==> src/rtl/pipeline_hazard_ctrl_if.sv <==
// pipeline_hazard_ctrl_if: hazard inputs and stall/flush controls between the pipeline and its hazard controller
interface pipeline_hazard_ctrl_if #(parameter int CNT_W = 32);
  logic data_nstall, branch_taken, dmem_req, dmem_ready, mem_fault_clr;
  logic pc_we, if_id_we, id_ex_we, ex_mem_we;
  logic if_id_flush, id_ex_flush, mem_wb_flush;
  logic mem_abort, mem_fault;
  logic [CNT_W-1:0] lu_stall_cnt, flush_cnt, mem_wait_cnt;
  modport master (
    output data_nstall, branch_taken, dmem_req, dmem_ready, mem_fault_clr,
    input  pc_we, if_id_we, id_ex_we, ex_mem_we, if_id_flush, id_ex_flush, mem_wb_flush,
    input  mem_abort, mem_fault, lu_stall_cnt, flush_cnt, mem_wait_cnt
  );
  modport slave (
    input  data_nstall, branch_taken, dmem_req, dmem_ready, mem_fault_clr,
    output pc_we, if_id_we, id_ex_we, ex_mem_we, if_id_flush, id_ex_flush, mem_wb_flush,
    output mem_abort, mem_fault, lu_stall_cnt, flush_cnt, mem_wait_cnt
  );
endinterface

==> src/rtl/pipeline_hazard_ctrl.sv <==
// pipeline_hazard_ctrl: stall/flush arbitration with a timed data-memory freeze FSM.
// Define PIPE_PERF_CNT_EN to implement the saturating performance counters.
module pipeline_hazard_ctrl #(
  parameter int MEM_TIMEOUT = 255,
  parameter int CNT_W = 32
) (
  input logic clk,
  input logic rst,
  pipeline_hazard_ctrl_if.slave bus
);
  typedef enum logic {RUN, WAIT} state_e;
  localparam logic [7:0] LIMIT = 8'(MEM_TIMEOUT - 1);
  state_e state_q, state_d;
  logic [7:0] wait_q, wait_d;
  logic fault_q, miss, timeout, freeze, br_c, lu_c, run_c;
  always_ff @(posedge clk) begin
    if (rst) begin
      state_q <= RUN;
      wait_q <= '0;
      fault_q <= 1'b0;
    end else begin
      state_q <= state_d;
      wait_q <= wait_d;
      fault_q <= timeout | (fault_q & ~bus.mem_fault_clr);
    end
  end
  // a ready or dropped request leaves WAIT cleanly; only a still-pending miss at the limit aborts
  always_comb begin
    miss = bus.dmem_req & ~bus.dmem_ready;
    timeout = (state_q == WAIT) & miss & (wait_q == LIMIT);
    freeze = miss & ~timeout;
    state_d = freeze ? WAIT : RUN;
    wait_d = (state_q == WAIT) & freeze ? wait_q + 8'd1 : 8'd0;
    run_c = ~rst & ~freeze;
    br_c = run_c & bus.branch_taken;
    lu_c = run_c & ~bus.branch_taken & ~bus.data_nstall;
  end
  assign bus.pc_we = run_c & ~lu_c;
  assign bus.if_id_we = run_c & ~lu_c;
  assign bus.id_ex_we = run_c;
  assign bus.ex_mem_we = run_c;
  assign bus.if_id_flush = rst | br_c;
  assign bus.id_ex_flush = rst | br_c | lu_c;
  assign bus.mem_wb_flush = rst | freeze;
  assign bus.mem_abort = ~rst & timeout;
  assign bus.mem_fault = fault_q;
`ifdef PIPE_PERF_CNT_EN
  logic [CNT_W-1:0] lu_q, fl_q, mw_q;
  always_ff @(posedge clk) begin
    if (rst) begin
      lu_q <= '0;
      fl_q <= '0;
      mw_q <= '0;
    end else begin
      if (lu_c & ~&lu_q) lu_q <= lu_q + CNT_W'(1);
      if (br_c & ~&fl_q) fl_q <= fl_q + CNT_W'(1);
      if (freeze & ~&mw_q) mw_q <= mw_q + CNT_W'(1);
    end
  end
  assign bus.lu_stall_cnt = lu_q;
  assign bus.flush_cnt = fl_q;
  assign bus.mem_wait_cnt = mw_q;
`else
  assign bus.lu_stall_cnt = '0;
  assign bus.flush_cnt = '0;
  assign bus.mem_wait_cnt = '0;
`endif
endmodule

==> src/flat_wrapper.sv <==
// flat-port wrapper written by rule: the top's interface ports become plain ports
module pipeline_hazard_ctrl_flat 
#(
  parameter int MEM_TIMEOUT = 255,
  parameter int CNT_W = 32
)
  (clk, rst, bus_data_nstall, bus_branch_taken, bus_dmem_req, bus_dmem_ready, bus_mem_fault_clr, bus_pc_we, bus_if_id_we, bus_id_ex_we, bus_ex_mem_we, bus_if_id_flush, bus_id_ex_flush, bus_mem_wb_flush, bus_mem_abort, bus_mem_fault, bus_lu_stall_cnt, bus_flush_cnt, bus_mem_wait_cnt);
  pipeline_hazard_ctrl_if #(.CNT_W(CNT_W)) bus_i ();
  input logic clk;
  input logic rst;
  input wire logic [$bits(bus_i.data_nstall)-1:0] bus_data_nstall;
  input wire logic [$bits(bus_i.branch_taken)-1:0] bus_branch_taken;
  input wire logic [$bits(bus_i.dmem_req)-1:0] bus_dmem_req;
  input wire logic [$bits(bus_i.dmem_ready)-1:0] bus_dmem_ready;
  input wire logic [$bits(bus_i.mem_fault_clr)-1:0] bus_mem_fault_clr;
  output wire logic [$bits(bus_i.pc_we)-1:0] bus_pc_we;
  output wire logic [$bits(bus_i.if_id_we)-1:0] bus_if_id_we;
  output wire logic [$bits(bus_i.id_ex_we)-1:0] bus_id_ex_we;
  output wire logic [$bits(bus_i.ex_mem_we)-1:0] bus_ex_mem_we;
  output wire logic [$bits(bus_i.if_id_flush)-1:0] bus_if_id_flush;
  output wire logic [$bits(bus_i.id_ex_flush)-1:0] bus_id_ex_flush;
  output wire logic [$bits(bus_i.mem_wb_flush)-1:0] bus_mem_wb_flush;
  output wire logic [$bits(bus_i.mem_abort)-1:0] bus_mem_abort;
  output wire logic [$bits(bus_i.mem_fault)-1:0] bus_mem_fault;
  output wire logic [$bits(bus_i.lu_stall_cnt)-1:0] bus_lu_stall_cnt;
  output wire logic [$bits(bus_i.flush_cnt)-1:0] bus_flush_cnt;
  output wire logic [$bits(bus_i.mem_wait_cnt)-1:0] bus_mem_wait_cnt;
  assign bus_i.data_nstall = bus_data_nstall;
  assign bus_i.branch_taken = bus_branch_taken;
  assign bus_i.dmem_req = bus_dmem_req;
  assign bus_i.dmem_ready = bus_dmem_ready;
  assign bus_i.mem_fault_clr = bus_mem_fault_clr;
  assign bus_pc_we = bus_i.pc_we;
  assign bus_if_id_we = bus_i.if_id_we;
  assign bus_id_ex_we = bus_i.id_ex_we;
  assign bus_ex_mem_we = bus_i.ex_mem_we;
  assign bus_if_id_flush = bus_i.if_id_flush;
  assign bus_id_ex_flush = bus_i.id_ex_flush;
  assign bus_mem_wb_flush = bus_i.mem_wb_flush;
  assign bus_mem_abort = bus_i.mem_abort;
  assign bus_mem_fault = bus_i.mem_fault;
  assign bus_lu_stall_cnt = bus_i.lu_stall_cnt;
  assign bus_flush_cnt = bus_i.flush_cnt;
  assign bus_mem_wait_cnt = bus_i.mem_wait_cnt;
  pipeline_hazard_ctrl #(.MEM_TIMEOUT(MEM_TIMEOUT), .CNT_W(CNT_W)) u_core (.clk(clk), .rst(rst), .bus(bus_i));
endmodule
==> config.mk <==
export PLATFORM = sky130hd
export DESIGN_NAME = pipeline_hazard_ctrl_flat
export DESIGN_NICKNAME = d
export VERILOG_FILES = /design/src/rtl/pipeline_hazard_ctrl_if.sv /design/src/rtl/pipeline_hazard_ctrl.sv /design/src/flat_wrapper.sv
export SDC_FILE = /design/constraint.sdc
export NUM_CORES = 1
export LEC_CHECK = 0
export ABC_AREA = 1
export CAP_MARGIN = 20
export CORE_MARGIN = 5
export CORE_UTILIZATION = 32
export CTS_CLUSTER_SIZE = 8
export DETAILED_ROUTE_END_ITERATION = 16
export PLACE_DENSITY = 0.83
export SYNTH_ARGS = -nofsm -noshare
export SYNTH_HDL_FRONTEND = slang
export SYNTH_SLANG_ARGS = --single-unit
==> constraint.sdc <==
create_clock -name clk -period 1.6 [get_ports clk]
set_clock_uncertainty 0.2 [all_clocks]
set_input_delay 0.24 -clock clk [delete_from_list [all_inputs] [get_ports clk]]
set_output_delay 0.24 -clock clk [all_outputs]
set_load 0.01 [all_outputs]
# Yosys cells after proc, flatten, opt, wreduce, memory -nomap -nowiden
# Cells that the tools add are included.
# word_totals
reg_bits	10
elab_cells	32
inputBits	7
out_inout_bits	105
# classes
mux	1
n_reduce_logical	1
eq_ne	1
bitwise	25
n_addsub	1
# ops
op	n
$and A1 B1 Y1	12
$not A1 Y1	9
$add A8 B1 Y8 const B	1
$eq A8 B8 Y1 const B	1
$or A1 B1 Y1	4
$reduce_or A2 Y1	1
$mux W1	1

# Logic depth before layout (Yosys ltp)
# Gate-level depths: netlist of run 1.
# depth
word_depth	12
depth_mapped	9
depth_no_buf	8

# Worst setup path before layout of run 1
# Ideal clock, no wire load.
# synth_path
path_type	register to output
startpoint	register u_core.wait_q[0]
endpoint	output port bus_pc_we
required_ns	1.160
n_path_buf	1
arrival_time_ns	1.217
path_stages_with_launch	10
path_slack_ns	-0.057
cell_sequence	dfxtp_1 inv_1 ha_1 nand2_1 nor2_2 nand2_4 nand2_4 nand2_4 nor2_2 buf_4
# synth_between
elab_chain_cells	10
# synth_rtl
item	line	rtl
from (decl)	pipeline_hazard_ctrl.sv:14	logic [7:0] wait_q, wait_d;
from (signal assigned)	pipeline_hazard_ctrl.sv:23	wait_q <= wait_d;
$eq A8 B8 Y1 (*)	pipeline_hazard_ctrl.sv:30	timeout = (state_q == WAIT) & miss & (wait_q == LIMIT);
$and A1 B1 Y1 (*)	pipeline_hazard_ctrl.sv:30	
$not A1 Y1 (*)	pipeline_hazard_ctrl.sv:31	freeze = miss & ~timeout;
$and A1 B1 Y1 (*)	pipeline_hazard_ctrl.sv:31	
$not A1 Y1 (*)	pipeline_hazard_ctrl.sv:34	run_c = ~rst & ~freeze;
$and A1 B1 Y1 (*)	pipeline_hazard_ctrl.sv:34	
$and A1 B1 Y1 (2 in a row)	pipeline_hazard_ctrl.sv:36	lu_c = run_c & ~bus.branch_taken & ~bus.data_nstall;
$not A1 Y1	n/a	
$and A1 B1 Y1 (*)	n/a	
to (decl)	flat_wrapper.sv:16	output wire logic [$bits(bus_i.pc_we)-1:0] bus_pc_we;
# Mark *: on every way between the ends. The rest lies on a longest branch, timed or not.

# Worst setup path in the final report of run 1
# layout_path
startpoint	register u_core.wait_q[0]
endpoint	output port bus_pc_we
# layout_between
elab_chain_cells	10
# layout_rtl
item	line	rtl
$eq A8 B8 Y1 (*)	pipeline_hazard_ctrl.sv:30	
$and A1 B1 Y1 (*)	pipeline_hazard_ctrl.sv:30	
$not A1 Y1 (*)	pipeline_hazard_ctrl.sv:31	
$and A1 B1 Y1 (*)	pipeline_hazard_ctrl.sv:31	
$not A1 Y1 (*)	pipeline_hazard_ctrl.sv:34	
$and A1 B1 Y1 (*)	pipeline_hazard_ctrl.sv:34	
$and A1 B1 Y1 (2 in a row)	pipeline_hazard_ctrl.sv:36	
$not A1 Y1	pipeline_hazard_ctrl.sv:38	assign bus.pc_we = run_c & ~lu_c;
$and A1 B1 Y1 (*)	pipeline_hazard_ctrl.sv:38	
# Marked as above.

==> results of run 1 <==
## cells in the final DEF, fill, tap and decap left out, drive strengths merged
cell	count
inv	9
clkdlybuf4s50	5
dlygate4sd2	1
nand4	1
conb	96
xor2	2
nor3	1
dlymetal6s2s	1
nand2	20
buf	25
xnor2	1
ha	2
o21bai	2
dfxtp	10
o22ai	1
clkbuf	4
nor2	18
nand3	6
## power by group through the flow
stage | clock (mW) | sequential, mW | combinational [mW]
2_1_floorplan | 0 | 0.257 | 0.306
3_3_place_gp | 0 | 0.256 | 0.175
3_5_place_dp | 0 | 0.256 | 0.176
4_1_cts | 0.331 | 0.251 | 0.179
5_1_grt | 0.350 | 0.251 | 0.206
6_report | 0.320 | 0.252 | 0.186
## per-layer routing
metal / vias to the layer above / track usage / share of wire / wire length, um
met4: 0 / 0.0543 / 0.027 / 53
met3: 5 / 0.0274 / 0.17 / 329
met2: 58 / 0.121 / 0.54 / 1070
li1: 393 / - / - / -
met1: 346 / 0.0607 / 0.26 / 519
met5: - / 0 / 0 / 0
## final cells by class
class,count,area [um^2]
fillers,416,2600
flip-flops and latches,10,203
repair buffers,32,268
clock buffers,4,55.1
multi-input cells,150,716
well taps,50,62.6
inverters,9,36.3
## logic make-up after synthesis
| group | Yosys count | share of synthesized area |
|---|---|---|
| adders and majority gates | 2 | 0.0194 |
| and+or+nand+nor | 46 | 0.190 |
| xor gates and xnor gates | 3 | 0.0204 |
| buffers and inverters | 107 | 0.596 |
| other | 1 | 0.00290 |
| AOI/OAI and AO/OA | 3 | 0.0165 |
| DFF | 10 | 0.155 |
## critical path, stage by stage (launching register included)
cell     delay [ns]
dfxtp_2        0.32
inv_2          0.05
ha_4           0.14
nand2_4        0.05
nor2_4         0.09
nand2_4        0.07
nand2_4        0.07
nand2_4        0.06
nor2_4         0.11
buf_6          0.11
## state kept, by name (all words and copies together) (netlist names)
name and cells:
u_core.wait_q 8, u_core.bus.mem_fault 1, u_core.state_q 1
## repair_timing
item | 4_1_cts | 5_1_grt
setup buffers | 3 | 0
gates resized for setup | 47 | 5
hold endpoints to repair | 0 | 0
pin swaps | 7 | 1
gates cloned | 0 | 0
endpoints found under the setup margin | 8 | 9
## how the worst max path moves through the flow
stage	from	end	slack, ns	cells past startpoint
floorplan	u_core.wait_q[0]$_SDFF_PP0_	bus_id_ex_we	-0.01	9
global placement	bus_dmem_req	bus_mem_abort	-0.50	6
detailed placement	bus_dmem_req	bus_mem_abort	-0.51	6
CTS	u_core.wait_q[0]$_SDFF_PP0_	bus_pc_we	-0.17	9
global route	u_core.wait_q[0]$_SDFF_PP0_	bus_if_id_we	-0.22	9
finish	u_core.wait_q[0]$_SDFF_PP0_	bus_pc_we	-0.15	9
## metrics by stage
stage                     instance area [um^2]  hold WS, ns  setup TNS (ns)  utilization  worst slack (ns)
after floorplan                           1650        0.154         -0.0290            -           -0.0149
after global placement                    1230        0.268           -4.07        0.313            -0.497
after detailed placement                  1230        0.269           -4.25        0.313            -0.506
after CTS                                 1320        0.277          -0.998        0.335            -0.174
after global routing                      1340        0.326           -1.46        0.340            -0.221
final                                     1340        0.287          -0.885        0.340            -0.152
==> impl_metrics.csv, run 1 <==
group,metric,value,unit
outcome,outcome,"finished with violations",
outcome,violations,"setup timing",
logic_synthesis,synth_edf_count,0,
logic_synthesis,synthTopCellsByArea,"buf_4 57%, dfxtp_1 16%, nand2_1 4.4%",
logic_synthesis,avgSynthCellArea,7.51,um^2
logic_synthesis,syn_inst,172,
drt,vias_per_cell,3.15,
setup_path,reg2reg_to,"u_core.wait_q[4]$_SDFF_PP0_",
floorplan,dieArea,0.00541,mm^2
setup_path,critical_path.max_fanout,3,
global_routing,overflow,0,
timing,fmax,571,MHz
placement,dp_hpwl,1720,um
power,p_sw,0.246,mW
logic_synthesis,yosysWarnings,0,
logic_synthesis,synth_top_cell_by_area,"buf_4",
drt,vias,802,
power,internal_power,0.512,mW
setup_path,start_kind,"flip-flop",
floorplan,die_x,73.5,um
clock_tree,hold_buffers,0,
power,peakVddDrop,301,uV
logic_synthesis,synthFlopType,"dfxtp_1",
drt,first_pass_iters,2,
floorplan,core,0.00394,mm^2
floorplan,die_y,73.5,um
timing,drv_slew,0,
power,p_sw_frac,0.324,
cells_and_area,fin_cells,255,
power,seqPwrFrac,0.332,
logic_synthesis,seq_area_frac_synth,0.155,
setup_path,r2r-start,"u_core.wait_q[0]$_SDFF_PP0_",
cells_and_area,fin_nets,215,
timing,hold_violations,0,
cells_and_area,area_growth,3.78,%
min_path,hold_end,"u_core.bus.mem_fault$_SDFF_PP0_",
clock_tree,cts_made_buffers,3,
min_path,hp-start,"u_core.bus.mem_fault$_SDFF_PP0_",
cells_and_area,n_antenna_cell,0,
logic_synthesis,yosysMostFrequentCell,"buf_4",
timing,rsz0062_at_grt,"yes",
power,p_comb_frac,0.246,
timing,final.setup.worst_slack,-0.152,ns
floorplan,start_util,0.328,
logic_synthesis,syn-cell-area,0.00129,mm^2
cells_and_area,layout-drive-gt1-share,0.244,
clock_tree,cts_tree,"yes",
drt,finalWirelength,1970,um
placement,io_buffer_count,15,
placement,dp.cells,248,
logic_synthesis,yosysTopAreaCellShare,0.570,
global_routing,grt_max_degree,9,
power,finalPower,0.758,mW
timing,setup_violations,8,
setup_path,reg2reg_depth,5,
clock_tree,clockBufferDepth,2,
drt,drtAntennaViolNets,0,
power,clock_power_share,0.422,
drt,drtIter0Drc,3,
global_routing,grt_pass1_vias,707,
logic_synthesis,synthArstFlopShare,0,
floorplan,core.rowCount,23,
clock_tree,clk_pin_slew,0.05,ns
timing,fin_crit,1.75,ns
setup_path,worstSetupPathType,"flip-flop to output port",
setup_path,end_kind,"output port",
logic_synthesis,synth.distinct_cells,20,
power,powerDensity,566,mW/mm^2
global_routing,grt_pass1_wl,2790,um
drt,wire_per_inst,7.74,um
global_routing,antenna_found_initial,0,
logic_synthesis,synth_common_cells,"98 x buf_4, 15 x nand2_1, 13 x nor2_1",
clock_tree,cts-root-buf,"clkbuf_8",
logic_synthesis,synth_seq_cells,10,
min_path,whs_path_depth,2,
drt,drc,0,
min_path,min_path_type,"flip-flop to flip-flop",
setup_path,worstPathRequired,1.16,ns
timing,finalCritPeriodShare,1.10,
floorplan,io_pins,112,
global_routing,track_usage,0.0685,
placement,gp_congestion,0.689,
setup_path,ff2ff_setup_slack,0.25,ns
clock_tree,worstSkewPairLatency,0.24,ns
clock_tree,h-tree-depth,1,
clock_tree,cts_sinks,10,
power,leakage,0.757,nW
setup_path,arrival,1.31,ns
flow_run,maxCapViolCount,0,
Power figures use the tool's default switching activity.
==> run 2, diff against run 1 <==
- GPL_TIMING_DRIVEN: default -> 0
==> impl_metrics.csv, run 2 (same netlist as run 1, synthesis figures left out) <==
group,metric,value,unit
clock_tree,worstSkewPairLatency,0.23,ns
setup_path,start_kind,"flip-flop",
clock_tree,cts_made_buffers,3,
floorplan,core,0.00394,mm^2
setup_path,critical_path.max_fanout,3,
timing,finalCritPeriodShare,1.15,
floorplan,core.rowCount,23,
cells_and_area,fin_cells,338,
cells_and_area,n_antenna_cell,0,
setup_path,arrival,1.41,ns
drt,vias,1024,
setup_path,crit_top_cell,"nand2_4",
clock_tree,h-tree-depth,1,
global_routing,track_usage,0.0799,
outcome,violations,"setup timing",
cells_and_area,final_cell_mix,"99 x buf_4, 96 x conb_1, 13 x nand2_1",
drt,vias_per_cell,3.03,
cells_and_area,final_common_cell,"buf_4",
timing,holdWs,0.279,ns
drt,drtIter0Drc,10,
setup_path,worstPathRequired,1.16,ns
floorplan,dieArea,0.00541,mm^2
power,finalPower,0.873,mW
setup_path,ff2ff_setup_slack,0.24,ns
clock_tree,clk_pin_slew,0.04,ns
drt,first_pass_iters,2,
cells_and_area,layout-drive-gt1-share,0.469,
cells_and_area,largest_reg_flops,8,
power,powerDensity,444,mW/mm^2
floorplan,die_x,73.5,um
placement,dp_hpwl,2130,um
timing,final.setup.worst_slack,-0.247,ns
global_routing,antenna_found_initial,0,
setup_path,cpPeakStageDelay,0.33,ns
power,peakVddDrop,234,uV
clock_tree,cts-root-buf,"clkbuf_8",
drt,drtAntennaViolNets,0,
timing,rsz0062_at_grt,"yes",
global_routing,grt_pass1_vias,854,
placement,io_buffer_count,15,
drt,wire_per_inst,7.26,um
clock_tree,cts_sinks,10,
cells_and_area,max_flop_register,"u_core.wait_q",
global_routing,overflow,0,
floorplan,io_pins,112,
global_routing,grt_max_degree,9,
timing,hold_violations,0,
drt,finalWirelength,2450,um
timing,fmax,541,MHz
outcome,outcome,"finished with violations",
placement,gp_congestion,0.747,
placement,place_ws,-0.537,ns
setup_path,path_cells,"inv_2 > ha_4 > nand2_4 > nor2_4 > nand2_4 > nand2_4 > nand2_4 > nor2_4 > buf_6 > buf_6",
timing,drv_slew,0,
clock_tree,hold_buffers,0,
floorplan,die_y,73.5,um
min_path,min_path_type,"flip-flop to flip-flop",
setup_path,worstSetupPathType,"flip-flop to output port",
drt,drc,0,
timing,fin_crit,1.85,ns
cells_and_area,fin_nets,299,
placement,dp.cells,332,
setup_path,end_kind,"output port",
power,leakage,1.20,nW
floorplan,start_util,0.328,
timing,setup_violations,8,
clock_tree,clockBufferDepth,2,
setup_path,cpMaxStageDelayCell,"dfxtp_2",
cells_and_area,area_growth,52.1,%
flow_run,maxCapViolCount,0,
clock_tree,cts_tree,"yes",
global_routing,grt_pass1_wl,3420,um
[run 2: final timing paths]
path,from,to,depth (start not counted)
worst max-delay path,u_core.wait_q[0]$_SDFF_PP0_,bus_pc_we,10
worst max register to register,u_core.wait_q[0]$_SDFF_PP0_,u_core.wait_q[2]$_SDFF_PP0_,7
worst min register to register,u_core.bus.mem_fault$_SDFF_PP0_,u_core.bus.mem_fault$_SDFF_PP0_,2
worst min-delay path,u_core.bus.mem_fault$_SDFF_PP0_,u_core.bus.mem_fault$_SDFF_PP0_,2
[run 2: where the power goes]
group / switching, mW / total [mW] / internal (mW)
registers: 0.000890 / 0.250 / 0.250
clock network: 0.0880 / 0.252 / 0.164
logic: 0.172 / 0.371 / 0.199
total: 0.261 / 0.873 / 0.612
[run 2: worst max-delay path, delay by kind of cell (launching register included)]
family        cells  cell delay, ns
fa+ha+maj         1            0.14
buf+inv           3            0.26
flops             1            0.33
simple gates      6            0.45
[run 2: per-layer routing]
layer / vias up / global-route usage / wire, um
li1: 563 / - / -
met1: 394 / 0.0728 / 716
met2: 60 / 0.152 / 1360
met3: 7 / 0.0287 / 333
met4: 0 / 0.0423 / 40
met5: - / 0 / 0
[run 2: layout make-up]
cell class | count | area [um^2]
sequential | 10 | 206
inverter | 9 | 33.8
timing repair buffer | 18 | 164
buffer | 98 | 743
tap | 50 | 62.6
multi-input combinational | 150 | 713
clock buffer | 3 | 41.3
fill | 397 | 1980
[run 2: what timing repair did]
action / in CTS / in global routing
buffers inserted: 2 / 1
pin swaps: 4 / 2
gates resized for setup: 47 / 6
endpoints found under the setup margin: 8 / 8
[run 2: metrics by stage]
| step | util | instance area (um^2) | setup TNS [ns] |
|---|---|---|---|
| 3_5_place_dp | 0.473 | 1870 | -3.82 |
| 4_1_cts | 0.492 | 1940 | -1.22 |
| 5_1_grt | 0.498 | 1960 | -2.22 |
| 3_3_place_gp | 0.473 | 1870 | -3.74 |
| 2_1_floorplan | - | 1650 | -0.0290 |
| 6_report | 0.498 | 1960 | -1.52 |
==> run 3, diff against run 2 <==
==> constraint.sdc (replaced) <==
create_clock -name clk -period 1.6 [get_ports clk]
set_clock_uncertainty 0.2 [all_clocks]
set_input_delay 0.24 -clock clk [delete_from_list [all_inputs] [get_ports clk]]
set_output_delay 0.24 -clock clk [all_outputs]
set_load 0.005 [all_outputs]
==> impl_metrics.csv, run 3 (same netlist as run 1, synthesis figures left out) <==
group,metric,value,unit
global_routing,grt_max_degree,9,
drt,vias_per_cell,2.97,
timing,setup_violations,8,
timing,fmax,561,MHz
drt,finalWirelength,2390,um
setup_path,cpMaxStageDelayCell,"dfxtp_2",
global_routing,track_usage,0.0842,
drt,vias,1011,
setup_path,critical_path.max_fanout,3,
global_routing,grt_pass1_vias,914,
setup_path,worst-path-buf-inv,2,
floorplan,start_util,0.328,
cells_and_area,largest_reg_flops,8,
timing,finalCritPeriodShare,1.11,
cells_and_area,area_growth,52.7,%
cells_and_area,multi_input_area,716,um^2
drt,drc,0,
cells_and_area,fill_cells,386,
placement,gp_congestion,0.787,
cells_and_area,layout-drive-gt1-share,0.476,
cells_and_area,fin_nets,301,
drt,wire_per_inst,7.04,um
power,leakage,1.20,nW
floorplan,die_x,73.5,um
drt,first_pass_iters,4,
clock_tree,cts_tree,"yes",
drt,drtIter0Drc,6,
floorplan,core.rowCount,23,
clock_tree,clockBufferDepth,2,
global_routing,overflow,0,
timing,holdWs,0.275,ns
global_routing,antenna_found_initial,0,
clock_tree,cts_made_buffers,3,
clock_tree,cts-root-buf,"clkbuf_8",
timing,fin_crit,1.78,ns
power,peakVddDrop,291,uV
floorplan,dieArea,0.00541,mm^2
setup_path,start_kind,"flip-flop",
floorplan,io_pins,112,
flow_run,maxCapViolCount,0,
power,powerDensity,410,mW/mm^2
cells_and_area,fin_cells,340,
setup_path,path_cells,"inv_2 > ha_4 > nand2_4 > nor2_4 > nand2_4 > nand2_4 > nand2_4 > dlygate4sd2_1",
placement,place_ws,-0.508,ns
clock_tree,worstSkewPairLatency,0.23,ns
setup_path,end_kind,"output port",
min_path,min_path_type,"flip-flop to flip-flop",
setup_path,cp_top_family,"buffers and inverters",
cells_and_area,final_cell_mix,"101 x buf_4, 96 x conb_1, 14 x nand2_1",
placement,dp.cells,332,
cells_and_area,max_flop_register,"u_core.wait_q",
outcome,outcome,"finished with violations",
setup_path,worstSetupPathType,"flip-flop to output port",
floorplan,core,0.00394,mm^2
clock_tree,clk_pin_slew,0.04,ns
drt,drtAntennaViolNets,0,
placement,io_buffer_count,15,
placement,dp_hpwl,2110,um
cells_and_area,final_area,0.00197,mm^2
global_routing,grt_pass1_wl,3590,um
cells_and_area,regArea,205,um^2
clock_tree,cts_sinks,10,
placement,place_area,0.00186,mm^2
timing,drv_slew,0,
cells_and_area,n_antenna_cell,0,
setup_path,crit_top_cell,"nand2_4",
timing,hold_violations,0,
setup_path,cpPeakStageDelay,0.32,ns
setup_path,worstPathRequired,1.16,ns
clock_tree,h-tree-depth,1,
timing,final.setup.worst_slack,-0.183,ns
cells_and_area,final_common_cell,"buf_4",
timing,rsz0062_at_grt,"yes",
floorplan,die_y,73.5,um
setup_path,arrival,1.34,ns
outcome,violations,"setup timing",
==> run 3: cell types whose count changed in the layout (fill, tap and decap cells not counted), sizes merged <==
cell and delta:
dlygate4sd2 +1, buf +1
==> run 3: repair_timing <==
item	CTS	global route
setup buffers	5	0
gates resized for setup	47	3
setup endpoints to repair	8	16
cloned	0	0
endpoints found under the hold margin	0	0
pin swaps	8	3
hold buffers	0	0
==> run 3: area by class of cell <==
type	instances	area share
Buffer	98	0.375
Multi-Input combinational cell	150	0.363
Sequential cell	10	0.104
Timing Repair Buffer	20	0.0882
Tap cell	50	0.0317
Clock buffer	3	0.0209
Inverter	9	0.0171
==> run 3: path summary, 6_finish.rpt <==
path	slack, ns	cells after the start	to	from
setup / recovery	-0.18	8	bus_mem_wb_flush	u_core.wait_q[0]$_SDFF_PP0_
hold / removal	0.27	2	u_core.bus.mem_fault$_SDFF_PP0_	u_core.bus.mem_fault$_SDFF_PP0_
setup reg to reg	0.22	6	u_core.wait_q[6]$_SDFF_PP0_	u_core.wait_q[1]$_SDFF_PP0_
hold reg to reg	0.27	2	u_core.bus.mem_fault$_SDFF_PP0_	u_core.bus.mem_fault$_SDFF_PP0_
==> run 3: power breakdown <==
part           internal (mW)  total (mW)  switching [mW]
Sequential             0.251       0.252        0.000772
Combinational          0.192       0.310           0.118
Clock                  0.163       0.247          0.0839
Total                  0.607       0.809           0.203
==> run 3: per-stage QoR <==
stage	TNS [ns]	utilization	power [mW]
floorplan	0	-	0.504
global placement	-3.47	0.472	0.547
detailed placement	-3.55	0.472	0.547
CTS	-1.09	0.498	0.804
global route	-1.87	0.500	0.869
finish	-1.04	0.500	0.809
==> run 3: tightest hold or removal path, delay by kind of cell, from the launching register on <==
kind,cells,cell delay [ns]
simple gates,1,0.06
flops,1,0.30
compound gates,1,0.06
==> run 3: metal layers <==
layer,global-route usage,up-vias,routed length (um)
met3,0.0356,4,370
li1,-,568,-
met2,0.148,61,1260
met5,0,-,0
met4,0.0523,0,43
met1,0.0803,378,719
==> RTL change 1: new RTL, config.mk and constraints of run 1 <==
`CNT_W` is set to 32 in 3 places; all go to 48.
--- a/src/rtl/pipeline_hazard_ctrl_if.sv
+++ b/src/rtl/pipeline_hazard_ctrl_if.sv
@@ -1,5 +1,5 @@
 // pipeline_hazard_ctrl_if: hazard inputs and stall/flush controls between the pipeline and its hazard controller
-interface pipeline_hazard_ctrl_if #(parameter int CNT_W = 32);
+interface pipeline_hazard_ctrl_if #(parameter int CNT_W = 48);
   logic data_nstall, branch_taken, dmem_req, dmem_ready, mem_fault_clr;
   logic pc_we, if_id_we, id_ex_we, ex_mem_we;
   logic if_id_flush, id_ex_flush, mem_wb_flush;
--- a/src/rtl/pipeline_hazard_ctrl.sv
+++ b/src/rtl/pipeline_hazard_ctrl.sv
@@ -2,7 +2,7 @@
 // Define PIPE_PERF_CNT_EN to implement the saturating performance counters.
 module pipeline_hazard_ctrl #(
   parameter int MEM_TIMEOUT = 255,
-  parameter int CNT_W = 32
+  parameter int CNT_W = 48
 ) (
   input logic clk,
   input logic rst,
--- a/src/flat_wrapper.sv
+++ b/src/flat_wrapper.sv
@@ -2,7 +2,7 @@
 module pipeline_hazard_ctrl_flat 
 #(
   parameter int MEM_TIMEOUT = 255,
-  parameter int CNT_W = 32
+  parameter int CNT_W = 48
 )
   (clk, rst, bus_data_nstall, bus_branch_taken, bus_dmem_req, bus_dmem_ready, bus_mem_fault_clr, bus_pc_we, bus_if_id_we, bus_id_ex_we, bus_ex_mem_we, bus_if_id_flush, bus_id_ex_flush, bus_mem_wb_flush, bus_mem_abort, bus_mem_fault, bus_lu_stall_cnt, bus_flush_cnt, bus_mem_wait_cnt);
   pipeline_hazard_ctrl_if #(.CNT_W(CNT_W)) bus_i ();
Ports: changed (resized bus_flush_cnt, bus_lu_stall_cnt and bus_mem_wait_cnt); port bits go from 112 to 160. The function was not compared with the original's and may differ.
==> RTL change 1 against run 1 <==
  * The flow still finishes with violations (negative setup slack)
  * Wire length grew 23%
  * Largest cell class unchanged
  * Worst setup slack lost 0.020 ns
  * Synthesized cell count grew 28%
  * Register-to-register slack lost 0.02 ns
  * Final area grew 15%
  * Count of clock-buffer cells in the layout shrank 1
  * Clock power shrank 22%
  * Area after synthesis grew 28%
  * Final cell count grew 26%
  * Power shrank 1.8%
  * Sequential cell count is the same
==> RTL change 1: results (changes against run 1) <==
synthesis:
  synth_cells: 220  # +28%
  synth_area_leaders: "buf_4, dfxtp_1, nand2_1, nor2_1, nand2_4"
  synthAdderAreaFrac_pct: 1.52  # -0.42 points
  synth_cell_types: 20  # unchanged
  muxShareOfSynthArea_pct: 0  # unchanged
  synth_commonest_cells: "buf_4, nand2_1, nor2_1"
  yosysSeqAreaShare_pct: 12.1  # -3.4 points
  synthXorXnorAreaFrac_pct: 1.59  # -0.44 points
  synth_compound_area_share_pct: 1.29  # -0.36 points
placement:
  post-dp-hpwl_microns: 2120  # +24%
  globalplace.congestion: 0.770  # +12%
  placed_area_sq_um: 1440  # +17%
  pre_cts_slack_ns: -0.512  # -0.00622 ns
critical_path:
  r2r_start: "u_core.wait_q[1]"
  reg2reg_slack_ns: 0.23  # -0.02 ns
  reg2reg_to: "u_core.wait_q[6]"
  endpoint: "bus_if_id_we"
  r2r_cells: 6  # +1
  cp_max_fo: 3  # unchanged
  critical_path_arrival_ns: 1.33  # +0.02 ns
grt:
  grt_max_degree: 9  # unchanged
  track_usage_pct: 5.70  # -1.2 points
  antenna_found_initial: 0  # unchanged
  grt_pass1_wl_microns: 2900  # +3.7%
  first_global_vias: 727  # +2.8%
pwr:
  power_density_nw_per_um2: 483  # -15%
  p_comb_mw: 0.244  # +31%
  p_seq_mw: 0.252  # about the same
  ir_drop_mv: 0.319  # +5.9%
  p_leak_nw: 0.874  # +16%
  switching_power_mw: 0.283  # +15%
route:
  drt-pass1-iter-count: 4  # +2
  via_per_inst: 2.89  # -8.2%
  wl_microns: 2420  # +23%
  drt_iter0_markers: 9  # +6
cells_and_area:
  antenna_cells: 0  # unchanged
  fin_nets: 262  # +22%
  drive_above_1_share_pct: 19.5  # -4.9 points
  stdcell_count: 321  # +26%
clock_tree:
  clockRootBuffer: "clkbuf_8"
  h-tree-depth: 1  # unchanged
  cts_setup_buffers: 0  # -3
  clockBufferDepth: 2  # unchanged
  ctsResizeCount: 49  # +4.3%
  cts.clk_slew.worst_paths_ns: 0.04
run_status:
  violations: "negative setup slack"
  outcome: "complete, but fails checks"
min_path:
  worstHoldStart: "u_core.bus.mem_fault"
  min_path_cells: 2  # unchanged
timing:
  hold_slack_ns: 0.277  # -0.00993 ns
  fin_ws_ns: -0.172  # -0.0195 ns
  setup_viol: 8  # unchanged
  tns_ns: -1.03  # -0.148 ns
die:
  dieArea_sq_um: 6700  # +24%
## RTL change 1: cells by family (layout without fill, tap and decap cells)
group                      count (synthesis)  in the layout
buffers and inverters                    155             43
and+or+nand+nor                           46             46
AOI/OAI and AO/OA                          3              3
other                                      1            144
adders and majority gates                  2              2
xor gates and xnor gates                   3              3
DFF                                       10             10
## RTL change 1: critical path: stages, from the launching register on
cell and delay [ns]:
dfxtp_2 0.32, inv_2 0.06, ha_4 0.15, nand2_4 0.05, nor2_4 0.09, nand2_4 0.08
nand2_4 0.07, nand2_4 0.07, nor2_4 0.11, buf_6 0.11
## RTL change 1: per-layer routing
layer | track usage (%) | share of wire, % | up-vias
met3 | 1.97 | 19 | 4
li1 | - | - | 440
met2 | 10.5 | 55 | 87
met5 | 0 | 0 | -
met4 | 3.99 | 1.9 | 0
met1 | 5.15 | 24 | 396
## RTL change 1: cell type report
class	count	area [sq um]
timing repair buffer	31	268
sequential	10	203
multi-input combinational	198	907
tap	70	87.6
clock buffer	3	41.3
fill	553	3530
inverter	9	36.3
==> RTL change 2: new RTL, flow settings as in run 1 <==
Made on the original files. Build with the macro `PIPE_PERF_CNT_EN` defined.
--- a/src/rtl/pipeline_hazard_ctrl.sv
+++ b/src/rtl/pipeline_hazard_ctrl.sv
@@ -1,5 +1,7 @@
 // pipeline_hazard_ctrl: stall/flush arbitration with a timed data-memory freeze FSM.
 // Define PIPE_PERF_CNT_EN to implement the saturating performance counters.
+`define PIPE_PERF_CNT_EN
+
 module pipeline_hazard_ctrl #(
   parameter int MEM_TIMEOUT = 255,
   parameter int CNT_W = 32
Behaviour: not the same (a bounded check fails within 4 cycles, from zero or initial values and one cycle with rst high).
==> RTL change 2 against run 1 <==
  * The flow still finishes with violations (negative setup slack)
  * Largest power group is now sequential cells
  * Final cell count grew to 7.1 times the old value
  * Worst setup slack worse by 0.26 ns
  * Final area increased to 9.0 times the old value
  * Area after synthesis increased to 5.4 times the old value
  * Combinational power rose to 3.5 times the old value
  * Critical path type is now reg2reg
  * Wire length increased to 14 times the old value
  * Power grew to 7.4 times the old value
  * Die area increased to 4.6 times the old value
  * Sequential cell count increased by 96
  * First-iteration DRC count grew to 200 times the old value
==> RTL change 2: results (changes against run 1) <==
route:
  via_per_inst: 5.00  # +59%
  drt_iter0_markers: 606  # +603
  drt-pass1-iter-count: 7  # +5
  wl_microns: 27100  # +1300%
  route.detailed.drc: 0  # unchanged
grt:
  met2_usage_pct: 37.7  # +26 points
  grtUsageMet3_pct: 2.57  # -0.17 points
  globalRouteMet1Util_pct: 24.3  # +18 points
  track_usage_pct: 20.6  # +14 points
  antenna_found_initial: 0  # unchanged
  grt_max_degree: 55  # +46
  grt_pass1_wl_microns: 42000  # +1400%
  first_global_vias: 8987  # +1200%
placement:
  post-dp-hpwl_microns: 17600  # +930%
  port_buffers: 111  # +96
  placed_area_sq_um: 10400  # +740%
  globalplace.congestion: 0.915  # +33%
run_status:
  outcome: "complete, but fails checks"
  violations: "negative setup slack"
pwr:
  ir_drop_mv: 0.419  # +39%
  swShare_pct: 26.2  # -6.3 points
  p_leak_nw: 5.19  # +590%
timing:
  setup_viol: 112  # +104
  hold_slack_ns: 0.187  # -0.101 ns
  worstMarginPinSlew_ns: 0.557
  fin_ws_ns: -0.414  # -0.262 ns
synthesis:
  synth_area_leaders: "dfxtp_1, nand2_1, nor2_1, a21oi_1, nand3b_1"
  yosysSeqAreaShare_pct: 30.3  # +15 points
  synth_commonest_cells: "nand2_1, nor2_1, dfxtp_1"
  syn_nets: 1159
  yosys_warnings: 0  # unchanged
  synth_cell_types: 35  # +75%
  ys.flop_type: "dfxtp_1"
  async_flop_share_pct: 0  # unchanged
cells_and_area:
  drive_above_1_share_pct: 39.8  # +15 points
  fin_nets: 1532  # +610%
  antenna_cells: 0  # unchanged
min_path:
  hold_class: "in2reg"
  worstHoldStart: "rst"
  min_path_cells: 5  # +3
  worst_hold_path.endpoint: "u_core.bus.mem_fault"
critical_path:
  reg2reg_to: "u_core.bus.lu_stall_cnt[11]"
  crit_slowest_cell: "dfxtp_2"
  r2r_cells: 14  # +9
  r2r_start: "u_core.wait_q[0]"
  critPathMaxStageDelay_ns: 0.33
  critical_path_arrival_ns: 2.03  # +0.72 ns
  cp_max_fo: 8  # +5
clock_tree:
  cts_made_buffers: 9  # +6
  worstSkewPairLatency_ns: 0.36  # +0.12 ns
  clockRootBuffer: "clkbuf_16"
  cts.clk_slew.worst_paths_ns: 0.08  # +0.03 ns
  clockBufferDepth: 2  # unchanged
  h-tree-depth: 3  # +2
run:
  cap_violations: 0  # unchanged
RTL change 2: cell count changes after synthesis, sizes merged, moves of 50 or more:
cell	before	now
nand2	20	493
nor2	18	208
a21oi	0	84
buf	98	22
inv	9	59
dfxtp	10	106
RTL change 2: layout make-up:
type,instances,area (sq um)
Inverter,59,248
Clock buffer,11,264
Tap cell,280,350
Sequential cell,106,2210
Timing Repair inverter,3,48.8
Fill cell,1853,9640
Clock inverter,5,35.0
Timing Repair Buffer,390,3430
Multi-Input combinational cell,951,5470
RTL change 2: how the worst max path moves through the flow:
| stage | depth (start not counted) | endpoint | slack [ns] | startpoint |
|---|---|---|---|---|
| 5_1_grt | 15 | u_core.bus.lu_stall_cnt[2] | -0.50 | u_core.wait_q[0] |
| 6_report | 14 | u_core.bus.lu_stall_cnt[11] | -0.41 | u_core.wait_q[0] |
| 3_5_place_dp | 7 | bus_id_ex_flush | -0.56 | bus_dmem_req |
| 3_3_place_gp | 7 | bus_id_ex_flush | -0.55 | bus_dmem_req |
| 2_1_floorplan | 12 | u_core.bus.lu_stall_cnt[20] | -0.15 | u_core.wait_q[0] |
| 4_1_cts | 10 | bus_id_ex_flush | -0.48 | u_core.wait_q[0] |
RTL change 2: timing repair:
action,in CTS,in global routing
pin swaps,43,55
endpoints found under the setup margin,209,147
gates resized for setup,357,166
buffers inserted,17,7
cloned,10,1
RTL change 2: power by group through the flow:
stage,registers (mW),clock network [mW],logic [mW]
floorplan,2.73,0,0.217
global placement,2.73,0,0.422
detailed placement,2.73,0,0.432
CTS,2.66,2.33,0.610
global route,2.66,2.42,0.690
finish,2.66,2.28,0.655
RTL change 2: through the flow:
step	setup TNS, ns	cells	setup slack (ns)
after floorplan	-10.67	1147	-0.150
after global placement	-42.43	1762	-0.548
after detailed placement	-45.31	1762	-0.558
after CTS	-44.24	1804	-0.481
after global routing	-44.65	1805	-0.503
final	-35.86	1805	-0.414
RTL change 2: routing by layer:
| metal | vias up | share of wire, % |
|---|---|---|
| li1 | 4386 | - |
| met1 | 4230 | 40 |
| met2 | 332 | 51 |
| met3 | 78 | 5.3 |
| met4 | 0 | 3.2 |
| met5 | - | 0 |
RTL change 2: logic make-up after synthesis:
kind of cell	synth area share, %
AND/OR/NAND/NOR	50.3
flip-flops	30.3
AO/OA/AOI/OAI	7.68
buffers and inverters	6.25
XOR/XNOR	4.63
adder cells (fa/ha/maj)	0.893
RTL change 2: critical path, delay by kind of cell (launching register included):
family / cells / cell delay [ns]
AO/OA/AOI/OAI: 1 / 0.06
adder cells (fa/ha/maj): 1 / 0.12
buffers and inverters: 4 / 0.48
flip-flops: 1 / 0.33
AND/OR/NAND/NOR: 8 / 0.67
